[config.mk]
export PLATFORM = sky130hd
export DESIGN_NAME = noc_tx_interface
export DESIGN_NICKNAME = d
export VERILOG_FILES = /design/src/rtl/noc_pkg.sv /design/src/rtl/noc_tx_fifo.sv /design/src/rtl/noc_tx_interface.sv
export SDC_FILE = /design/constraint.sdc
export NUM_CORES = 1
export LEC_CHECK = 0
export ABC_CLOCK_PERIOD_IN_PS = 2650
export CORE_MARGIN = 2
export CORE_UTILIZATION = 50
export DETAILED_ROUTE_END_ITERATION = 6
export PLACE_DENSITY_LB_ADDON = 0.1
export SETUP_SLACK_MARGIN = 0.3
export SLEW_MARGIN = 20
export SYNTH_ARGS = -nofsm -noshare
export SYNTH_HDL_FRONTEND = slang
export SYNTH_SLANG_ARGS = --single-unit
export TNS_END_PERCENT = 1
[constraint.sdc]
create_clock -name clk -period 2.65 [get_ports clk]
set_clock_uncertainty 0.2 [all_clocks]
set_input_delay 0.3975 -clock clk [delete_from_list [all_inputs] [get_ports clk]]
set_output_delay 0.3975 -clock clk [all_outputs]
set_load 0.02 [all_outputs]
[src/rtl/noc_pkg.sv]
// Shared types and constants for the tree-NoC PE interfaces.
// Packet layout, most significant first: source, destination, payload.
package noc_pkg;

    localparam int ADDR_W = 3;
    localparam int DATA_W = 8;
    localparam int PKT_W  = 14;

    typedef struct packed {
        logic [ADDR_W-1:0] src;
        logic [ADDR_W-1:0] dst;
        logic [DATA_W-1:0] payload;
    } packet_t;

    typedef enum logic [1:0] {
        IDLE        = 2'd0,
        WAIT_ACK_HI = 2'd1,
        WAIT_ACK_LO = 2'd2
    } tx_state_t;

    function automatic packet_t make_packet(input logic [ADDR_W-1:0] src,
                                            input logic [ADDR_W-1:0] dst,
                                            input logic [DATA_W-1:0] payload);
        packet_t p;
        p.src     = src;
        p.dst     = dst;
        p.payload = payload;
        return p;
    endfunction

endpackage

[src/rtl/noc_tx_fifo.sv]
// Synchronous packet FIFO; occupancy is tracked by an explicit count so that
// full/empty never depend on pointer comparison.
module noc_tx_fifo
    import noc_pkg::*;
#(
    parameter int DEPTH = 4
) (
    input  logic                   clk,
    input  logic                   rst_n,
    input  logic                   push,
    input  logic                   pop,
    input  packet_t                wdata,
    output packet_t                rdata,
    output logic [$clog2(DEPTH):0] count,
    output logic                   full,
    output logic                   empty
);

    localparam int PTR_W = $clog2(DEPTH);
    localparam logic [PTR_W:0] DEPTH_C = (PTR_W + 1)'(DEPTH);

    packet_t          mem_q [DEPTH];
    logic [PTR_W-1:0] wr_ptr_q;
    logic [PTR_W-1:0] rd_ptr_q;
    logic [PTR_W:0]   count_q;
    logic             push_s;
    logic             pop_s;

    assign push_s = push && !full;
    assign pop_s  = pop && !empty;
    assign full   = (count_q == DEPTH_C);
    assign empty  = (count_q == '0);
    assign count  = count_q;
    assign rdata  = mem_q[rd_ptr_q];

    // Storage array, written only on an accepted push
    always_ff @(posedge clk) begin
        if (push_s) begin
            mem_q[wr_ptr_q] <= wdata;
        end
    end

    // Pointers wrap naturally because DEPTH is a power of two
    always_ff @(posedge clk or negedge rst_n) begin
        if (!rst_n) begin
            wr_ptr_q <= '0;
            rd_ptr_q <= '0;
            count_q  <= '0;
        end else begin
            if (push_s) begin
                wr_ptr_q <= wr_ptr_q + 1'b1;
            end
            if (pop_s) begin
                rd_ptr_q <= rd_ptr_q + 1'b1;
            end
            case ({push_s, pop_s})
                2'b10:   count_q <= count_q + 1'b1;
                2'b01:   count_q <= count_q - 1'b1;
                default: count_q <= count_q;
            endcase
        end
    end

endmodule

[src/rtl/noc_tx_interface.sv]
// PE-to-router transmit interface: buffers PE requests and launches each
// packet as a 4-phase bundled-data transfer with data held until ack falls.
module noc_tx_interface
    import noc_pkg::*;
#(
    parameter logic [ADDR_W-1:0] NODE_ADDR    = 3'b000,
    parameter int                DEPTH        = 4,
    parameter int                WIDTH_packet = 14
) (
    input  logic                    clk,
    input  logic                    rst_n,
    input  logic                    pe_valid,
    output logic                    pe_ready,
    input  logic [ADDR_W-1:0]       pe_dest,
    input  logic [DATA_W-1:0]       pe_data,
    output logic                    out_req,
    output logic [WIDTH_packet-1:0] out_data,
    input  logic                    out_ack,
    output logic [$clog2(DEPTH):0]  fifo_count,
    output logic [7:0]              drop_cnt
);

    logic                    accept_s;
    logic                    self_addr_s;
    logic                    fifo_push_s;
    logic                    fifo_pop_s;
    logic                    fifo_full_s;
    logic                    fifo_empty_s;
    packet_t                 fifo_wdata_s;
    packet_t                 fifo_rdata_s;
    logic                    ack_meta_q;
    logic                    ack_sync_q;
    tx_state_t               state_q;
    tx_state_t               state_d;
    logic                    out_req_q;
    logic                    out_req_d;
    logic [WIDTH_packet-1:0] out_data_q;
    logic [WIDTH_packet-1:0] out_data_d;
    logic [7:0]              drop_cnt_q;

    assign pe_ready     = !fifo_full_s;
    assign accept_s     = pe_valid && pe_ready;
    assign self_addr_s  = (pe_dest == NODE_ADDR);
    assign fifo_push_s  = accept_s && !self_addr_s;
    assign fifo_wdata_s = make_packet(NODE_ADDR, pe_dest, pe_data);
    assign out_req      = out_req_q;
    assign out_data     = out_data_q;
    assign drop_cnt     = drop_cnt_q;

    noc_tx_fifo #(.DEPTH(DEPTH)) u_fifo (
        .clk   (clk),
        .rst_n (rst_n),
        .push  (fifo_push_s),
        .pop   (fifo_pop_s),
        .wdata (fifo_wdata_s),
        .rdata (fifo_rdata_s),
        .count (fifo_count),
        .full  (fifo_full_s),
        .empty (fifo_empty_s)
    );

    // Two-flop synchronizer for the router's asynchronous acknowledge
    always_ff @(posedge clk or negedge rst_n) begin
        if (!rst_n) begin
            ack_meta_q <= 1'b0;
            ack_sync_q <= 1'b0;
        end else begin
            ack_meta_q <= out_ack;
            ack_sync_q <= ack_meta_q;
        end
    end

    // State and output registers
    always_ff @(posedge clk or negedge rst_n) begin
        if (!rst_n) begin
            state_q    <= IDLE;
            out_req_q  <= 1'b0;
            out_data_q <= '0;
        end else begin
            state_q    <= state_d;
            out_req_q  <= out_req_d;
            out_data_q <= out_data_d;
        end
    end

    // Next-state logic; IDLE also waits for ack low so a reset mid-handshake is safe
    always_comb begin
        state_d = state_q;
        case (state_q)
            IDLE: begin
                if (!fifo_empty_s && !ack_sync_q) state_d = WAIT_ACK_HI;
                else                              state_d = IDLE;
            end
            WAIT_ACK_HI: begin
                if (ack_sync_q) state_d = WAIT_ACK_LO;
                else            state_d = WAIT_ACK_HI;
            end
            WAIT_ACK_LO: begin
                if (!ack_sync_q) state_d = IDLE;
                else             state_d = WAIT_ACK_LO;
            end
            default: state_d = IDLE;
        endcase
    end

    // Output logic: out_data is loaded only at launch so it stays stable all handshake
    always_comb begin
        fifo_pop_s = 1'b0;
        out_req_d  = out_req_q;
        out_data_d = out_data_q;
        case (state_q)
            IDLE: begin
                if (!fifo_empty_s && !ack_sync_q) begin
                    fifo_pop_s = 1'b1;
                    out_req_d  = 1'b1;
                    out_data_d = fifo_rdata_s;
                end else begin
                    out_req_d  = 1'b0;
                end
            end
            WAIT_ACK_HI: begin
                if (ack_sync_q) out_req_d = 1'b0;
                else            out_req_d = 1'b1;
            end
            WAIT_ACK_LO: begin
                out_req_d = 1'b0;
            end
            default: begin
                out_req_d = 1'b0;
            end
        endcase
    end

    // Saturating count of self-addressed requests that were consumed and discarded
    always_ff @(posedge clk or negedge rst_n) begin
        if (!rst_n) begin
            drop_cnt_q <= 8'd0;
        end else if (accept_s && self_addr_s && (drop_cnt_q != 8'hFF)) begin
            drop_cnt_q <= drop_cnt_q + 8'd1;
        end
    end

endmodule

After elaboration in Yosys (flattened, before gate mapping)
Memory sizes are Yosys's and may differ from the RTL's. A register that Yosys moved wholly into a read port is not among the register bits.
Index checks and enable logic that the tools add are counted.
W data, S select, Z words.
{"block": "classes", "multipliers": 0, "magnitude_cmp": 0, "reduce_logical": 17, "n_bitwise": 0, "n_addsub": 5, "eq_ne": 6, "n_div": 0, "shift": 0, "muxes": 11}
{"op": "$add A8 B1 Y8 const B", "n": 1}
{"op": "$ne A8 B8 Y1 const B", "n": 1}
{"op": "$logic_and A1 B1 Y1", "n": 7}
{"op": "$logic_not A3 Y1", "n": 2}
{"op": "$mux W1", "n": 6}
{"op": "$pmux W2 S3", "n": 1}
{"op": "$pmux W3 S2", "n": 1}
{"op": "$logic_not A1 Y1", "n": 5}
{"op": "$add A2 B1 Y2 const B", "n": 2}
{"op": "$eq A2 B1 Y1 const B", "n": 2}
{"op": "$eq A2 B2 Y1 const B", "n": 2}
{"op": "$mux W2", "n": 2}
{"op": "$add A3 B1 Y3 const B", "n": 1}
{"op": "$eq A3 B3 Y1 const B", "n": 1}
{"op": "$sub A3 B1 Y3 const B", "n": 1}
{"op": "$logic_not A2 Y1", "n": 1}
{"op": "$pmux W1 S2", "n": 1}
{"op": "$reduce_and A2 Y1", "n": 1}
{"op": "$reduce_bool A2 Y1", "n": 1}
{"block": "word_totals", "reg_bits": 34, "mem_bits_ro": 0, "mem_bits_rw": 44, "word_cells": 49, "n_memories": 1, "inputBits": 15, "out_inout_bits": 27, "latch_bits": 0}
{"memory": "u_fifo.mem_q", "depth": 4, "width": 11, "rd": 1, "rd_clocked_by_memory_dff": 1, "write_ports": 1, "line_no": "noc_tx_fifo.sv:22", "source": "packet_t mem_q [DEPTH];"}

Depth between registers and ports, before layout
{"block": "logic_depth", "depth_word": 8, "depth_mapped": 10, "ltp_nobuf": 10}

By module
A second synthesis with hierarchy kept.
{"block": "hier_totals", "hier_cells": 189, "hier_area_um2": 3608.5}
{"module": "noc_tx_fifo", "cells_each": 110, "n_inst": 1, "seq_area_each_um2": 1856.8, "area_each_um2": 2481.1}
{"module": "noc_tx_interface", "cells_each": 79, "n_inst": 1, "seq_area_each_um2": 675.6, "area_each_um2": 1127.3}

Worst setup path before layout
OpenSTA, ideal clock, no wires.
{"block": "synth_timing", "kind": "reg2reg", "start": "reg u_fifo.count_q[2] (netlist: u_fifo.count[2])", "end": "reg u_fifo.count_q[2] (netlist: u_fifo.count[2])", "synth_period_minus_slack_ns": 2.427, "arrival_ns": 2.147, "setup_ns": 0.080, "t_required_ns": 2.370, "n_path_buf": 0, "path_slack_ns": 0.223, "path_stages_with_launch": 11, "path_cell_list": "dfrtp_1 or3b_4 nand2_2 nor2_2 inv_1 ha_1 inv_1 fa_1 xor2_1 nor2_1 xor2_1"}
{"block": "synth_between", "elab_cells_between_ends": 17, "cone_classes": "add/sub (2); eq/ne (3); mux (3); reduce/logical (9)"}
{"item": "from (decl)", "line_no": "noc_tx_fifo.sv:25", "source": "logic [PTR_W:0] count_q;"}
{"item": "from (signal assigned)", "line_no": "noc_tx_fifo.sv:57", "source": "2'b10: count_q <= count_q + 1'b1;"}
{"item": "from (signal assigned)", "line_no": "noc_tx_fifo.sv:58", "source": "2'b01: count_q <= count_q - 1'b1;"}
{"item": "from (signal assigned)", "line_no": "noc_tx_fifo.sv:59", "source": "default: count_q <= count_q;"}
{"item": "$eq A3 B3 Y1 (*)", "line_no": "noc_tx_fifo.sv:31", "source": "assign full = (count_q == DEPTH_C);"}
{"item": "$logic_not A1 Y1 (*)", "line_no": "noc_tx_interface.sv:41", "source": "assign pe_ready = !fifo_full_s;"}
{"item": "named net pe_ready", "line_no": "noc_tx_interface.sv:13", "source": "output logic pe_ready,"}
{"item": "$logic_and A1 B1 Y1", "line_no": "noc_tx_interface.sv:42", "source": "assign accept_s = pe_valid && pe_ready;"}
{"item": "$logic_and A1 B1 Y1", "line_no": "noc_tx_interface.sv:44", "source": "assign fifo_push_s = accept_s && !self_addr_s;"}
{"item": "$logic_and A1 B1 Y1 (*)", "line_no": "noc_tx_fifo.sv:29", "source": "assign push_s = push && !full;"}
{"item": "$eq A2 B1 Y1 / $eq A2 B2 Y1 (equally long branches)", "line_no": "noc_tx_fifo.sv:56", "source": "case ({push_s, pop_s})"}
{"item": "$pmux W3 S2 / $reduce_bool A2 Y1 (equally long branches)"}
The timed path passes the listed nets; every way through them passes the cells marked *.
A chain may end at the register's enable or synchronous reset.

Worst setup path in the final report
{"block": "layout_timing", "start": "reg u_fifo.count_q[0] (netlist: u_fifo.count[0])", "end": "reg u_fifo.count_q[2] (netlist: u_fifo.count[2])"}
{"block": "layout_between", "elab_chain_len": 8, "elab_cells_between_ends": 17, "cone_classes": "add/sub (2); eq/ne (3); mux (3); reduce/logical (9)"}
{"item": "$logic_not A3 Y1", "line_no": "noc_tx_fifo.sv:32", "source": "assign empty = (count_q == '0);"}
{"item": "$logic_not A1 Y1", "line_no": "noc_tx_fifo.sv:30, noc_tx_interface.sv:113"}
{"item": "$logic_and A1 B1 Y1", "line_no": "noc_tx_interface.sv:113", "source": "if (!fifo_empty_s && !ack_sync_q) begin"}
{"item": "$mux W1", "line_no": "noc_tx_interface.sv:113"}
{"item": "$mux W1", "line_no": "noc_tx_interface.sv:111", "source": "case (state_q)"}
{"item": "$logic_and A1 B1 Y1", "line_no": "noc_tx_fifo.sv:30", "source": "assign pop_s = pop && !empty;"}
{"item": "$eq A2 B1 Y1 / $eq A2 B2 Y1 (equally long branches)", "line_no": "noc_tx_fifo.sv:56"}
{"item": "$pmux W3 S2 / $reduce_bool A2 Y1 (equally long branches)"}
Several ways; a longest one is shown, not always the timed one.

==> metrics.csv <==
stage,metric,value,unit
status,status,completed,
pwr,sequential power share,0.414,
worst_setup_path,worst reg-to-reg path cell count,10,
sta,clock period minus final worst setup slack,2.27,ns
clock_tree,TritonCTS clock tree,yes,
cells_and_area,share of layout cells above drive strength 1,0.300,
worst_setup_path,CP required,2.70,ns
floorplan,die width,82.5,µm
clock_tree,clk_lat worst skew,0.33,ns
routing,via count,1622,
grt,first-pass GRT wire length,8910,µm
sta,Final Hold Viols,0,
clock_tree,root buffer cell,clkbuf_8,
synth,share of the yosys chip area belonging to registers,0.681,
routing,WL final,5750,µm
synth,top post-synthesis cells by count,"edfxtp_1 (44), dfrtp_1 (31), mux2_2 (10)",
cells_and_area,fillers,424,
synth,Post-synth EDFFs,44,
clock_tree,maximum clock path buffer count,2,
synth,mapped cell area,0.00308,mm²
clock_tree,"CTS clk-pin slew, worst paths",0.08,ns
hold_path,hold depth,0,
floorplan,I/O Pins,42,
pwr,switching share of power,0.297,
synth,Synth Instances,170,
pwr,Gate power share,0.333,
grt,largest net degree at the start of global routing,16,
pwr,PwrDens,1120,mW/mm²
cells_and_area,area grow syn2layout,27.3,%
synth,Synth Flop Type,edfxtp_1,
worst_setup_path,maximum fanout along the worst path,5,
synth,Synth async-reset ratio,0.413,
sta,Sum Neg Setup Slack,0,ns
place,Post-DP HPWL,3860,µm
grt,vias in the first global route,1788,
sta,relative slew slack,0.502,
pwr,P_int,3.08,mW
floorplan,floorplan core area,0.00592,mm²
place,port buffer count,38,
synth,most common cell in the netlist,edfxtp_1,
clock_tree,TritonCTS buffer count,9,
pwr,Peak supply drop,553,µV
cells_and_area,multi-input logic area,935,µm²
synth,"Avg Cell Area, Syn",18.1,µm²
routing,wire length per cell,18.4,µm
routing,Vias/cell,5.20,
worst_setup_path,Arrival @ worst endpoint,2.32,ns
pwr,Switch Pwr,1.30,mW
cells_and_area,# diodes,0,
job,Max Cap Viol,0,
synth,synth top area cells,"edfxtp_1 (43%), dfrtp_1 (25%), mux4_2 (5.8%)",
routing,# DRC,0,
cells_and_area,Reg area,0.00210,mm²
sta,Max Freq,441,MHz
grt,Congestion Overflow GR,0,
worst_setup_path,type of origin of the critical path,flip-flop,
floorplan,FP Rows,28,
hold_path,Hold Crit Class,reg2reg,
grt,initial antenna violation count,0,
cells_and_area,nets@finish,254,
floorplan,initial core utilization,0.520,
sta,Max Slew Vio Count,0,
sta,pin slew with the least headroom to its limit,0.744,ns
pwr,clock share of power,0.253,
sta,Setup Viol. Count Final,0,
synth,Synth Warn #,0,
synth,Seq cells post-synth,75,
synth,biggest area consumer among synthesized cells,edfxtp_1,
clock_tree,CTS Hold Bufs,0,
routing,1st-pass router iterations,4,
floorplan,die area,0.00680,mm²
floorplan,DIE HEIGHT,82.5,µm
worst_setup_path,Crit Path Category,reg2reg,
place,RePlAce Congestion,0.727,
routing,post-route ant nets,0,
grt,GRT Util Overall,0.186,
sta,RSZ-0062 raised after global routing,yes,
clock_tree,clock sinks,75,
synth,top cell type's share of synthesized area,0.429,
worst_setup_path,endpoint class of the critical path,flip-flop,
clock_tree,H-tree Lvls,3,
sta,crit share post-route,0.856,
synth,Yosys cell types,34,
cells_and_area,fin util,0.663,
routing,Starting DRT DRC Count,60,
pwr,Leak,1.50,nW
critical path, stage by stage, from the launching register on:
cell,delay [ns]
dfrtp_2,0.45
or3b_4,0.42
nand2_2,0.08
nor2_2,0.04
inv_2,0.06
ha_4,0.14
inv_1,0.05
fa_2,0.35
xor2_2,0.15
nor2_1,0.11
xor2_1,0.15
flip-flops by register name, summed over array words and instances, names as in the netlist:
name	flops
ack_meta_q	1
u_fifo.rd_ptr_q	2
u_fifo.count	3
state_q	2
out_req	1
ack_sync_q	1
u_fifo.wr_ptr_q	2
u_fifo.mem_q	44
out_data	11
drop_cnt	8
per-layer routing:
layer,part of all wire,up-vias,track usage
li1,-,751,-
met1,0.44,841,0.242
met2,0.53,25,0.305
met3,0.026,5,0.0413
met4,0.0080,0,0.0787
met5,0,-,0
layout make-up:
| cell class | count | area share |
|---|---|---|
| sequential | 75 | 0.536 |
| timing repair buffer | 55 | 0.129 |
| tap | 75 | 0.0239 |
| clock inverter | 5 | 0.0319 |
| multi-input combinational | 83 | 0.238 |
| inverter | 8 | 0.00766 |
| clock buffer | 11 | 0.0335 |
power by group through the flow:
stage	logic [mW]	registers, mW	clock network [mW]
floorplan	0.732	1.92	0
CTS	1.41	1.82	1.13
global placement	1.36	1.81	0
finish	1.46	1.81	1.11
detailed placement	1.40	1.84	0
global route	1.59	1.85	1.18
final timing paths:
kind | start | end | slack (ns)
min in group asynchronous | rst_n | out_req | 0.31
max in group asynchronous | rst_n | u_fifo.count[1] | 1.29
worst max register to register | u_fifo.count[0] | u_fifo.count[2] | 0.38
worst min register to register | ack_meta_q | ack_sync_q | 0.16
worst max-delay path | u_fifo.count[0] | u_fifo.count[2] | 0.38
worst min-delay path | ack_meta_q | ack_sync_q | 0.16
cells by family after synthesis:
logic type	Yosys count	share of synthesized area
buffers and inverters	14	0.0256
muxes	28	0.152
xor gates and xnor gates	11	0.0313
other	1	0.00122
and+or+nand+nor	33	0.0735
DFF	75	0.681
AOI/OAI and AO/OA	1	0.00487
adders and majority gates	7	0.0309
layout by cell type, fill, tap and decap left out, types with 4 or more instances in the layout:
master / netlist / routed
buf_4: 3 / 17
edfxtp_1: 44 / 44
mux4_2: 8 / 8
clkbuf_8: 0 / 9
ha_1: 6 / 5
xnor2_1: 5 / 5
dfrtp_1: 31 / 28
inv_1: 8 / 7
xor2_1: 6 / 5
nand2_1: 4 / 4
nand3_1: 4 / 4
mux2_4: 5 / 5
nor2_1: 4 / 4
and2_1: 5 / 5
mux2_2: 10 / 10
bufinv_16: 0 / 4
clkdlybuf4s50_1: 0 / 37
through the flow:
| step | cell area (µm²) | total power, mW | hold slack, ns | std cells | worst slack (ns) |
|---|---|---|---|---|---|
| 5_1_grt | 3920 | 4.62 | 0.170 | 312 | 0.273 |
| 3_5_place_dp | 3630 | 3.24 | 0.147 | 293 | 0.0991 |
| 2_1_floorplan | 3100 | 2.65 | -0.0981 | 172 | 0.283 |
| 3_3_place_gp | 3630 | 3.17 | 0.137 | 293 | 0.152 |
| 6_report | 3920 | 4.38 | 0.163 | 312 | 0.382 |
| 4_1_cts | 3880 | 4.36 | 0.164 | 309 | 0.309 |
timing repair:
item                                   4_1_cts  5_1_grt
endpoints found under the hold margin        0        0
buffers inserted                             0        3
gates resized for setup                      1        4
setup endpoints to repair                    1        1
pin swaps                                    0        3
Note: power is estimated with default switching activity, not from simulation.
